## src/rtl/hazard_ctrl.sv

```systemverilog
// Pipeline hazard controller: load-use/flag stalls, taken-branch flushes,
// a small RUN/LU_STALL/BR_FLUSH state machine and saturating event counters.
module hazard_ctrl #(
    parameter int CNT_W = 16
) (
    input  logic             clk,
    input  logic             rst,
    input  logic [4:0]       id_rn,
    input  logic [4:0]       id_rm,
    input  logic             id_use_rn,
    input  logic             id_use_rm,
    input  logic             id_flag_use,
    input  logic [4:0]       ex_rd,
    input  logic             ex_memread,
    input  logic             ex_flagen,
    input  logic             mem_br_taken,
    output logic             pc_en,
    output logic             ifid_en,
    output logic             ifid_flush,
    output logic             idex_flush,
    output logic             exmem_flush,
    output logic             pc_sel,
    output logic [1:0]       state,
    output logic [CNT_W-1:0] stall_cnt,
    output logic [CNT_W-1:0] flush_cnt
);

    localparam logic [1:0] ST_RUN      = 2'd0;
    localparam logic [1:0] ST_LU_STALL = 2'd1;
    localparam logic [1:0] ST_BR_FLUSH = 2'd2;

    logic [1:0]       r_state;
    logic [CNT_W-1:0] r_stall_cnt;
    logic [CNT_W-1:0] r_flush_cnt;

    logic       w_legal;
    logic       w_lu_haz;
    logic       w_fl_haz;
    logic       w_br;
    logic       w_stall;
    logic [1:0] w_next_state;

    assign w_legal  = (r_state != 2'd3);
    assign w_lu_haz = ex_memread & (ex_rd != 5'd31) &
                      ((id_use_rn & (id_rn == ex_rd)) | (id_use_rm & (id_rm == ex_rd)));
    assign w_fl_haz = id_flag_use & ex_flagen;
    // MEM holds a squashed bubble during BR_FLUSH, so its branch signal is ignored.
    assign w_br     = w_legal & mem_br_taken & (r_state != ST_BR_FLUSH);
    assign w_stall  = w_legal & ~w_br & (w_lu_haz | w_fl_haz);

    always_comb begin
        pc_en       = 1'b1;
        ifid_en     = 1'b1;
        ifid_flush  = 1'b0;
        idex_flush  = 1'b0;
        exmem_flush = 1'b0;
        pc_sel      = 1'b0;
        if (!rst) begin
            pc_en       = 1'b0;
            ifid_en     = 1'b0;
            ifid_flush  = 1'b1;
            idex_flush  = 1'b1;
            exmem_flush = 1'b1;
        end else if (w_br) begin
            ifid_flush  = 1'b1;
            idex_flush  = 1'b1;
            exmem_flush = 1'b1;
            pc_sel      = 1'b1;
        end else if (w_stall) begin
            pc_en       = 1'b0;
            ifid_en     = 1'b0;
            idex_flush  = 1'b1;
        end
    end

    // Every legal state shares one transition rule once br already excludes BR_FLUSH.
    always_comb begin
        w_next_state = ST_RUN;
        if (w_br)
            w_next_state = ST_BR_FLUSH;
        else if (w_stall)
            w_next_state = ST_LU_STALL;
    end

    always_ff @(posedge clk or negedge rst) begin
        if (!rst) begin
            r_state     <= ST_RUN;
            r_stall_cnt <= '0;
            r_flush_cnt <= '0;
        end else begin
            r_state <= w_next_state;
            if (w_stall && (r_stall_cnt != '1))
                r_stall_cnt <= r_stall_cnt + 1'b1;
            if (w_br && (r_flush_cnt != '1))
                r_flush_cnt <= r_flush_cnt + 1'b1;
        end
    end

    assign state     = r_state;
    assign stall_cnt = r_stall_cnt;
    assign flush_cnt = r_flush_cnt;

endmodule

```

## config.mk

```make
export PLATFORM = sky130hd
export DESIGN_NAME = hazard_ctrl
export DESIGN_NICKNAME = d
export VERILOG_FILES = /design/src/rtl/hazard_ctrl.sv
export SDC_FILE = /design/constraint.sdc
export NUM_CORES = 1
export LEC_CHECK = 0
export ABC_AREA = 1
export ABC_CLOCK_PERIOD_IN_PS = 2140
export BUFFER_PORTS_ARGS = -buffer_cell sky130_fd_sc_hd__buf_2
export CAP_MARGIN = 20
export CORE_ASPECT_RATIO = 1.2
export CORE_MARGIN = 2
export CORE_UTILIZATION = 35
export CTS_CLUSTER_SIZE = 30
export DETAILED_ROUTE_END_ITERATION = 16
export GPL_TIMING_DRIVEN = 0
export HOLD_SLACK_MARGIN = 0.06
export PLACE_DENSITY = 0.66
export SLEW_MARGIN = 5
export SYNTH_ARGS = -nofsm -noshare
export SYNTH_HDL_FRONTEND = slang
export SYNTH_SLANG_ARGS = --single-unit
```

## constraint.sdc

```tcl
create_clock -name clk -period 2.14 [get_ports clk]
set_input_delay 0.107 -clock clk [delete_from_list [all_inputs] [get_ports clk]]
set_output_delay 0.107 -clock clk [all_outputs]
set_load 0.1 [all_outputs]
```

== Word-level counts from Yosys, hierarchy flattened ==
Cells that the tools add are included.
Widths: inputs -> output; s select.

* Input port bits: 23
* Output and inout bits: 40
* Register bits: 34

* Bitwise operators: 12
* Add/subtract/negate cells: 2
* Equality and inequality tests: 7
* Mux-type cells: 11
* Reduce and logical (&&, ||, !) cells: 2

{| class="wikitable"
|+ Operators with widths
! kind !! number
|-
| $add 16x1->16 const B || 2
|-
| $ne 16x16->1 const B || 2
|-
| $eq 5x5->1 || 2
|-
| $mux 1 || 10
|-
| $and 1x1->1 || 9
|-
| $ne 5x5->1 const B || 1
|-
| $ne 2x2->1 const B || 2
|-
| $logic_and 1x1->1 || 2
|-
| $mux 2 || 1
|-
| $or 1x1->1 || 2
|-
| $not 1->1 || 1
|}

== Longest topological paths before layout ==
Gate-level depths: netlist of run 1.

* Depth in word-level cells: 9
* Depth in mapped cells: 12

== Worst setup path after synthesis of run 1 ==
No wires, ideal clock.

* Kind: reg2out
* From: register r_state[0] (netlist: state[0])
* To: output pc_en
* Data arrival time: 3.453 ns
* Slack: -1.420 ns
* Cell stages (with the launch flop): 10
* Buffers on the path: 1
* Required time: 2.033 ns
* Cells stage by stage: dfrtp_1 inv_1 nand2_1 nand3_1 inv_2 a21oi_4 nand2_1 inv_1 nor2_1 buf_4

* Word-level cells in the longest chain between the ends: 9

{| class="wikitable"
|+ RTL lines
! what !! RTL line !! text
|-
| start: declaration || 32 || <nowiki>logic [1:0] r_state;</nowiki>
|-
| start signal: assignment || 91 || <nowiki>r_state <= w_next_state;</nowiki>
|-
| $ne 2x2->1 || 43 || <nowiki>assign w_legal = (r_state != 2'd3);</nowiki>
|-
| $and 1x1->1 || 48 || <nowiki>assign w_br = w_legal & mem_br_taken & (r_state != ST_BR_FLUSH);</nowiki>
|-
| $and 1x1->1 * || 48 ||
|-
| net w_br || 39 || <nowiki>logic w_br;</nowiki>
|-
| $not 1->1 || 49 || <nowiki>assign w_stall = w_legal & ~w_br & (w_lu_haz | w_fl_haz);</nowiki>
|-
| $and 1x1->1 (2 in series) || 49 ||
|-
| $mux 1 || n/a ||
|-
| $mux 1 * (2 in series) || n/a ||
|-
| end: declaration || 17 || <nowiki>output logic pc_en,</nowiki>
|}

The timed path passes the listed nets; every way through them passes the cells marked *.

== Worst setup path after layout of run 1 ==
* From: register r_state[1] (netlist: state[1])
* To: output pc_en

* Word-level cells in the longest chain between the ends: 9

{| class="wikitable"
|+ RTL lines
! what !! RTL line !! text
|-
| $ne 2x2->1 || 43 ||
|-
| $and 1x1->1 || 48 ||
|-
| $and 1x1->1 * || 48 ||
|-
| net w_br || 39 ||
|-
| $not 1->1 || 49 ||
|-
| $and 1x1->1 (2 in series) || 49 ||
|-
| $mux 1 || 69 || <nowiki>end else if (w_stall) begin</nowiki>
|-
| $mux 1 * || 64 || <nowiki>end else if (w_br) begin</nowiki>
|-
| $mux 1 * || 58 || <nowiki>if (!rst) begin</nowiki>
|}

Marked as above.

==> impl_metrics.csv, run 1 <==
group,metric,value,unit
cells_and_area,multi_input_area,1150,µm²
timing,drv_slew,0,
timing,slew_headroom,0.669,
timing,period_share,0.940,
yosys,synthFlopType,"dfrtp_1",
yosys,synth_cell_types,24,
cells_and_area,utilization,0.466,
critical_path,crit_chain,"nand2_1, nand3_2, inv_2, a21oi_4, nand2_1, inv_1, nor2_4, buf_12, buf_4",
yosys,yosys_warnings,0,
clocking,clkSlewWorstSetupHoldPaths,0.07,ns
critical_path,start_kind,"flop",
yosys,synth_edf_count,0,
yosys,synthCells,296,
route,drtIter0Drc,82,
floorplanning,die_x,75.7,µm
critical_path,crit_top_cell,"nand2_1",
critical_path,r2r_end,"stall_cnt[2]",
critical_path,crit_end,"pc_en",
placed_design,place_area,2620,µm²
route,drc_errors,0,
global_route,grt_max_degree,35,
global_route,grt.overflow.total,0,
timing,skew,0.00420,ns
placed_design,port_buffers,62,
critical_path,slowest_delay,0.50,ns
critical_path,r2r_start,"stall_cnt[0]",
timing,final_hold_viol_count,0,
timing,worst_pin_slew,0.501,ns
placed_design,dpl.cell_count,440,
cells_and_area,design_area,2800,µm²
timing,period_minus_slack,2.01,ns
clocking,clk_path_buf_depth,2,
yosys,ys_seq_area_frac,0.394,
clocking,cts_tree,"yes",
power,leakage,1.48,nW
timing,setup_viol,0,
global_route,grt_pass1_wl,8930,µm
yosys,synth_area_leaders,"dfrtp_1 (39%), nand2_1 (18%), xor2_1 (6.9%)",
critical_path,worstPathArrival,1.90,ns
critical_path,worst-r2r-setup-slack,0.24,ns
yosys,yosysMostFrequentCell,"nand2_1",
route,vias_per_cell,4.67,
timing,max_clock_freq,497,MHz
critical_path,worstPathRequired,2.03,ns
cells_and_area,drive_gt1_frac,0.295,
hold_path,hold-path-cell-count,3,
critical_path,setup.worst_path.end_class,"output port",
cells_and_area,n_fill_cell,611,
critical_path,reg2reg_depth,9,
yosys,synth_top_cell_area_share,0.394,
global_route,grt_pass1_vias,2016,
floorplanning,coreArea,6010,µm²
hold_path,min_path_type,"in2reg",
cells_and_area,fin_nets,393,
route,routed-via-count,2105,
yosys,synth_top_area_cell,"dfrtp_1",
critical_path,slowest_stage,"dfrtp_4",
clocking,root_buffer,"clkbuf_8",
global_route,grt_usage,0.162,
critical_path,path_class,"reg2out",
floorplanning,pin_count,63,
floorplanning,die_h,90,µm
floorplanning,dieArea,6810,µm²
global_route,antenna_found_initial,0,
clocking,clk_latency,0.29,ns
route,ant_nets,0,
timing,rsz0062_at_grt,"no",
power,power_density,978,nW/µm²
route,routedWlPerCell,11.4,µm
yosys,synth_seq_cells,34,
cells_and_area,final-seq-area,872,µm²
yosys,syn_area,2160,µm²
clocking,cts_sinks,34,
power,power,0.00274,W
flow_run,drv_cap,0,
cells_and_area,area_delta_synth_final,30.0,%
yosys,synth_nets,321,
cells_and_area,layoutNonFillerInstCount,451,
route,drt_wl_total,5120,µm
placed_design,gp_congestion,0.890,
clocking,cts-buffers-inserted,5,
yosys,synth_area_per_cell,7.29,µm²
route,dr.pass1.iters,4,
timing,fin_tns_setup,0,ns
outcome,status,"completed",
floorplanning,start_util,0.359,
cells_and_area,diodes,0,
power,ir_worst_vdd,0.000568,V
floorplanning,rows,31,
clocking,htreeDepth,2,
critical_path,worst-path-max-fanout,5,
placed_design,dp_hpwl,3810,µm
yosys,netlist_top_cells_count,"nand2_1 (106), dfrtp_1 (34), nor2_1 (34), inv_1 (27), nand4_1 (20)",
critical_path,critPathLaunch,"state[1]",
yosys,ys_async_sr_fraction,1.00,
==> area by class of cell <==
type	count	share of cell area
Sequential cell	34	0.311
Clock buffer	6	0.0295
Timing Repair Buffer	65	0.126
Buffer	6	0.0187
Multi-Input combinational cell	222	0.411
Tap cell	82	0.0366
Clock inverter	2	0.0214
Inverter	34	0.0455
==> per-layer routing <==
metal  GRT usage  wire length (µm)  share of wire  vias up
met2       0.264              2570           0.50       50
met4      0.0409                33         0.0064        0
li1            -                 -              -     1077
met3      0.0359               239          0.047        4
met5           0                 0              0        -
met1       0.214              2280           0.45      974
==> cell families (layout without fill, tap and decap cells) <==
| group | after synthesis | in the layout | synth area share |
|---|---|---|---|
| DFF | 34 | 34 | 0.394 |
| adders and majority gates | 2 | 2 | 0.0116 |
| and+or+nand+nor | 191 | 191 | 0.397 |
| xor gates and xnor gates | 26 | 26 | 0.106 |
| AOI/OAI and AO/OA | 3 | 3 | 0.0133 |
| buffers and inverters | 40 | 113 | 0.0777 |
==> report_power, final <==
part,internal [W],switching (W)
Clock,0.000497,0.000244
Combinational,0.000206,0.000937
Sequential,0.000742,0.000117
==> worst min-delay path by stage <==
stage,start,to
2_1_floorplan,rst,flush_cnt[0]
4_1_cts,mem_br_taken,state[1]
6_report,mem_br_taken,state[1]
5_1_grt,mem_br_taken,state[1]
3_5_place_dp,rst,stall_cnt[8]
3_3_place_gp,rst,stall_cnt[13]
==> registers in the layout, indices dropped and copies added, names as in the netlist <==
register and cells:
flush_cnt 16, stall_cnt 16, state 2
==> cells in the final DEF, fill, tap and decap left out <==
| master | netlist | routed |
|---|---|---|
| buf_12 | 0 | 2 |
| o21ai_0 | 1 | 1 |
| nand2_2 | 4 | 4 |
| dfrtp_4 | 0 | 2 |
| bufinv_16 | 0 | 2 |
| dfrtp_1 | 34 | 21 |
| nand3_1 | 14 | 13 |
| ha_1 | 2 | 2 |
| buf_2 | 2 | 62 |
| nor2_4 | 1 | 2 |
| xnor2_1 | 9 | 9 |
| xor2_1 | 17 | 17 |
| a21oi_4 | 1 | 1 |
| nand2_1 | 106 | 106 |
| inv_2 | 7 | 7 |
| inv_1 | 27 | 27 |
| nor2_1 | 34 | 32 |
| o21a_1 | 1 | 1 |
| nand4_1 | 20 | 20 |
| clkbuf_4 | 0 | 1 |
| dfrtp_2 | 0 | 11 |
| clkbuf_8 | 0 | 6 |
| clkbuf_1 | 1 | 1 |
| nand3b_1 | 1 | 1 |
| nor3_4 | 1 | 1 |
| nand3_4 | 2 | 2 |
| dlygate4sd3_1 | 0 | 1 |
| nand3_2 | 0 | 1 |
| nor4_1 | 1 | 1 |
| buf_6 | 1 | 1 |
| nor2_2 | 0 | 1 |
| buf_4 | 2 | 3 |
| nor3_1 | 7 | 7 |
==> metrics by stage <==
stage | hold WS, ns | worst slack [ns]
floorplan | -0.189 | 0.00883
global placement | 0.245 | 0.210
detailed placement | 0.250 | 0.198
CTS | 0.200 | 0.0132
global route | 0.199 | 0.0212
finish | 0.182 | 0.129
==> critical path, delay by kind of cell (launching register included) <==
kind	cells	cell delay, ns
flip-flops	1	0.50
AO/OA/AOI/OAI	1	0.04
buffers and inverters	4	0.60
AND/OR/NAND/NOR	4	0.47
==> repair_timing <==
item	4_1_cts	5_1_grt
hold buffers	2	0
setup endpoints to repair	3	1
gates resized for setup	1	1
hold endpoints to repair	34	0
setup buffers	1	0
pin swaps	0	0
Power figures use the tool's default switching activity.
==> inputs of run 2 (changes only) <==
Settings changed: ABC_AREA 1 to 0, PLACE_DENSITY 0.66 to 0.68, REMOVE_ABC_BUFFERS set to 1.
==> impl_metrics.csv, run 2 <==
group,metric,value,unit
yosys,synth_top_family_by_area,"simple AND/OR/NAND/NOR gates",
floorplanning,start_util,0.361,
clocking,clk_latency,0.29,ns
cells_and_area,layout_common_cells,"buf_2 (62), dfrtp_1 (34), xnor2_1 (24), nand3_1 (18), xor2_1 (13)",
global_route,grt_pass1_wl,5720,µm
yosys,synth-simple-area-share,0.216,
yosys,synth_cell_types,34,
yosys,synth_xor_area_frac,0.184,
outcome,status,"completed",
yosys,synth_edf_count,0,
cells_and_area,final_common_cell,"buf_2",
hold_path,hold-path-cell-count,3,
global_route,grt_usage,0.139,
global_route,grt.overflow.total,0,
floorplanning,rows,28,
yosys,yosys_warnings,0,
yosys,yosysMostFrequentCell,"dfrtp_1",
clocking,clkSlewWorstSetupHoldPaths,0.08,ns
timing,max_clock_freq,516,MHz
timing,drv_slew,0,
clocking,clk_path_buf_depth,2,
yosys,synth_adder_area_share,0.0142,
clocking,root_buffer,"clkbuf_8",
timing,skew,0.00789,ns
route,drc_errors,0,
route,routedWlPerCell,12.9,µm
yosys,ys_seq_area_frac,0.484,
critical_path,worstPathRequired,2.36,ns
route,drtIter0Drc,39,
floorplanning,die_x,68.7,µm
yosys,synthFlopType,"dfrtp_1",
critical_path,reg2reg_depth,6,
hold_path,min_path_type,"in2reg",
critical_path,worst-path-max-fanout,8,
power,power,0.00246,W
global_route,antenna_found_initial,0,
yosys,synth_area_leaders,"dfrtp_1 (48%), xnor2_1 (12%), xor2_1 (6.5%)",
yosys,synth_top_cell_area_share,0.484,
critical_path,start_kind,"flop",
route,dr.pass1.iters,4,
route,drt_wl_total,3740,µm
clocking,cts-buffers-inserted,5,
cells_and_area,diodes,0,
cells_and_area,fin_nets,253,
global_route,grt_pass1_vias,1318,
timing,slew_headroom,0.487,
timing,final_hold_viol_count,0,
power,power_density,1090,nW/µm²
global_route,grt_max_degree,35,
yosys,synthCells,160,
timing,fin_hold_ws,0.219,ns
yosys,ys_async_sr_fraction,1.00,
critical_path,setup.worst_path.end_class,"flop",
clocking,cts_tree,"yes",
yosys,synth_area_per_cell,11.0,µm²
timing,period_share,0.906,
power,leakage,1.10,nW
cells_and_area,area_delta_synth_final,28.3,%
timing,rsz0062_at_grt,"no",
yosys,synth_top_area_cell,"dfrtp_1",
placed_design,port_buffers,62,
floorplanning,die_h,81.6,µm
placed_design,gp_congestion,0.723,
clocking,htreeDepth,2,
floorplanning,dieArea,5600,µm²
route,ant_nets,0,
yosys,synth-compound-area-share,0.0598,
flow_run,drv_cap,0,
floorplanning,pin_count,63,
route,routed-via-count,1420,
placed_design,dp_hpwl,2670,µm
yosys,synthMuxAreaShare,0.0192,
critical_path,worstPathArrival,2.16,ns
floorplanning,coreArea,4870,µm²
cells_and_area,utilization,0.463,
yosys,synth_seq_cells,34,
critical_path,path_class,"reg2reg",
power,ir_worst_vdd,0.000933,V
timing,period_minus_slack,1.94,ns
timing,setup_viol,0,
clocking,cts_sinks,34,
cells_and_area,drive_gt1_frac,0.362,
timing,worst_pin_slew,0.760,ns
yosys,netlist_top_cells_count,"dfrtp_1 (34), xnor2_1 (24), nand3_1 (18), xor2_1 (13), nand2_1 (12)",
route,vias_per_cell,4.91,
yosys,syn_area,1760,µm²
==> run 2: cell types whose count changed after synthesis, moves of 7 or more <==
| cell | before | now |
|---|---|---|
| nor2_1 | 34 | 4 |
| nand2_1 | 106 | 12 |
| inv_1 | 27 | 2 |
| nand4_1 | 20 | 5 |
| xnor2_1 | 9 | 24 |
| inv_2 | 7 | 0 |
==> run 2: cells by family after synthesis <==
logic type / count (synthesis)
muxes: 3
and+or+nand+nor: 66
xor gates and xnor gates: 37
adders and majority gates: 2
AOI/OAI and AO/OA: 12
buffers and inverters: 6
DFF: 34
==> run 2: repair_timing <==
action                     in CTS  in global routing
setup endpoints to repair      13                  3
resized for setup               0                  1
setup buffers                   1                  0
pin swaps                       1                  0
gates cloned                    0                  0
hold buffers                    2                  0
hold endpoints to repair       34                  0
==> run 2: worst paths after layout <==
kind / slack (ns) / endpoint / from
min: 0.22 / state[1] / mem_br_taken
max: 0.20 / flush_cnt[6] / flush_cnt[4]
max reg2reg: 0.20 / flush_cnt[6] / flush_cnt[4]
max in group asynchronous: 1.56 / flush_cnt[13] / rst
min reg2reg: 0.50 / flush_cnt[10] / flush_cnt[10]
min in group asynchronous: 0.40 / stall_cnt[5] / rst
==> run 2: cell type report <==
cell class	count	area, µm²
multi-input cells	120	870
well taps	60	75.1
fillers	473	2620
clock inverters	3	21.3
flip-flops and latches	34	851
clock buffers	5	68.8
repair buffers	65	360
inverters	2	7.51
==> run 2: per-layer routing <==
layer,part of all wire,up-vias,track usage
li1,-,695,-
met1,0.42,668,0.160
met2,0.47,51,0.236
met3,0.092,6,0.0438
met4,0.014,0,0.0540
met5,0,-,0
==> run 2: power by group <==
part / leakage (nW) / total (W) / switching (W) / internal (W)
logic: 0.602 / 0.00113 / 0.000922 / 0.000206
registers: 0.455 / 0.000855 / 0.000117 / 0.000738
clock network: 0.0441 / 0.000472 / 0.000244 / 0.000228
total: 1.10 / 0.00246 / 0.00128 / 0.00117
==> run 2: critical path, stage by stage (launching register included) <==
cell and delay [ns]:
dfrtp_1 0.42, and3_1 0.24, nand3_1 0.16, o41a_1 0.58, nor2b_2 0.24, nand3_1 0.11, xnor2_1 0.11
==> run 2: stage by stage <==
step                      setup TNS [ns]  cells  worst slack [ns]  area (µm²)
after CTS                              0    289             0.145        2250
after global routing                   0    289            0.0233        2250
after floorplan                   -14.40    156             -1.87        1730
after detailed placement          -0.231    278           -0.0675        2110
final                                  0    289             0.202        2250
after global placement            -0.222    278           -0.0762        2110
==> inputs of run 3 (changes only) <==
--- a/config.mk
+++ b/config.mk
@@ -16,7 +16,8 @@
 export DETAILED_ROUTE_END_ITERATION = 16
 export GPL_TIMING_DRIVEN = 0
-export HOLD_SLACK_MARGIN = 0.06
+export HOLD_SLACK_MARGIN = 0.12
 export PLACE_DENSITY = 0.68
 export REMOVE_ABC_BUFFERS = 1
+export SKIP_LAST_GASP = 1
 export SLEW_MARGIN = 5
 export SYNTH_ARGS = -nofsm -noshare
==> constraint.sdc (replaced) <==
create_clock -name clk -period 2.14 [get_ports clk]
set_input_delay 0.428 -clock clk [delete_from_list [all_inputs] [get_ports clk]]
set_output_delay 0.428 -clock clk [all_outputs]
set_load 0.1 [all_outputs]
==> impl_metrics.csv, run 3 (synthesis gave the netlist of run 2 again) <==
group,metric,value,unit
floorplanning,start_util,0.361,
timing,final_hold_viol_count,0,
critical_path,start_kind,"input pin",
critical_path,cp_top_family,"simple AND/OR/NAND/NOR gates",
route,drc_errors,0,
cells_and_area,final_common_cell,"buf_2",
floorplanning,coreArea,4870,µm²
critical_path,setup.worst_path.end_class,"output port",
clocking,clkSlewWorstSetupHoldPaths,0.07,ns
route,routedWlPerCell,14.4,µm
clocking,clk_path_buf_depth,2,
timing,max_clock_freq,454,MHz
critical_path,r2r_start,"flush_cnt[4]",
cells_and_area,n_fill_cell,442,
cells_and_area,fin_nets,256,
timing,fin_tns_setup,-0.0637,ns
critical_path,slowest_delay,0.34,ns
floorplanning,dieArea,5600,µm²
power,comb_power_share,0.473,
power,leakage,1.18,nW
clocking,cts-buffers-inserted,5,
global_route,grt.overflow.total,0,
clocking,root_buffer,"clkbuf_8",
power,p_seq_frac,0.339,
clocking,clk_latency,0.29,ns
global_route,grt_usage,0.146,
timing,worst_pin_slew,0.760,ns
critical_path,worst-path-max-fanout,3,
cells_and_area,diodes,0,
power,power,0.00252,W
placed_design,gp_congestion,0.723,
placed_design,place_area,2110,µm²
floorplanning,die_h,81.6,µm
power,switching_share,0.519,
power,ir_worst_vdd,0.000935,V
clocking,cts_tree,"yes",
outcome,status,"complete, but fails checks",
power,p_clk_frac,0.188,
route,drt_wl_total,4220,µm
global_route,antenna_found_initial,0,
global_route,grt_pass1_wl,5990,µm
timing,rsz0062_at_grt,"yes",
cells_and_area,drive_gt1_frac,0.422,
clocking,cts_sinks,34,
flow_run,drv_cap,0,
route,highest_layer,"met4",
placed_design,dpl.cell_count,278,
route,dr_wl_met2,2170,µm
timing,period_share,1.03,
placed_design,dp_hpwl,2670,µm
global_route,grt_max_degree,35,
timing,fin_hold_ws,0.131,ns
route,dr.pass1.iters,4,
cells_and_area,area_delta_synth_final,42.0,%
timing,setup_slack,-0.0637,ns
critical_path,reg2reg_depth,6,
timing,period_minus_slack,2.20,ns
power,p_sw,0.00131,W
route,drtIter0Drc,36,
outcome,violations,"setup timing",
route,wl_met3,339,µm
route,vias_per_cell,4.94,
critical_path,path_class,"in2out",
cells_and_area,layout_common_cells,"buf_2 (50), dfrtp_1 (34), xnor2_1 (24), nand3_1 (18), nand2_1 (12)",
global_route,grt_pass1_vias,1381,
timing,slew_headroom,0.487,
power,power_density,1010,nW/µm²
critical_path,slowest_stage,"nor4_2",
floorplanning,rows,28,
cells_and_area,design_area,2490,µm²
floorplanning,pin_count,63,
clocking,htreeDepth,2,
critical_path,crit_chain,"buf_6, xor2_2, nor4_2, a22o_1, a21oi_2, nor2_4, or2_4, buf_12",
route,ant_nets,0,
placed_design,port_buffers,62,
floorplanning,die_x,68.7,µm
critical_path,critPathBufInv,2,
power,internal-power,0.00121,W
critical_path,worstPathArrival,1.78,ns
critical_path,critical_path_depth,8,
timing,skew,0.00803,ns
cells_and_area,layoutNonFillerInstCount,292,
hold_path,min_path_type,"in2async",
route,routed-via-count,1442,
timing,drv_slew,0,
critical_path,critPathLaunch,"id_rm[1]",
critical_path,worstPathRequired,1.71,ns
timing,setup_viol,1,
route,routedLengthMet1,1650,µm
==> run 3: worst paths after layout <==
kind,endpoint,slack (ns)
max,idex_flush,-0.06
min,stall_cnt[5],0.13
max reg2reg,flush_cnt[6],0.20
min reg2reg,flush_cnt[10],0.50
max in group asynchronous,stall_cnt[4],1.83
min in group clk,flush_cnt[10],0.50
==> run 3: layer usage <==
layer  global-route usage  vias to the layer above
met2                0.259                       51
met1                0.161                      692
met5                    0                        -
met4               0.0540                        0
li1                     -                      693
met3               0.0438                        6
==> run 3: worst register-to-register path, cell delays in order, from the launching register on <==
cell and delay, ns:
dfrtp_1 0.42, and3_1 0.24, nand3_1 0.16, o41a_1 0.58
nor2b_2 0.24, nand3_1 0.11, xnor2_1 0.11
==> run 3: layout make-up <==
type / instances / area (µm²) / area share
Multi-Input combinational cell: 120 / 993 / 0.398
Sequential cell: 34 / 851 / 0.341
Timing Repair Buffer: 68 / 478 / 0.192
Tap cell: 60 / 75.1 / 0.0301
Clock buffer: 5 / 68.8 / 0.0276
Clock inverter: 3 / 21.3 / 0.00853
Inverter: 2 / 7.51 / 0.00301
==> run 3: timing repair <==
action,CTS,global route
pin swaps,11,11
hold endpoints to repair,34,0
buffers inserted,4,1
setup endpoints to repair,17,6
resized for setup,29,18
hold buffers,1,0
==> run 3: power groups by stage <==
stage,combinational (W),clock (W),sequential (W)
after CTS,0.00117,0.000489,0.000856
after global routing,0.00125,0.000512,0.000878
after detailed placement,0.00112,0,0.000868
after floorplan,0.000245,0,0.00154
final,0.00119,0.000473,0.000855
after global placement,0.00111,0,0.000866
==> run 3: per-stage QoR <==
stage | utilization | setup WS [ns]
finish | 0.512 | -0.0637
global route | 0.512 | -0.128
CTS | 0.490 | -0.0441
detailed placement | 0.433 | -0.329
global placement | 0.433 | -0.331
floorplan | - | -2.19
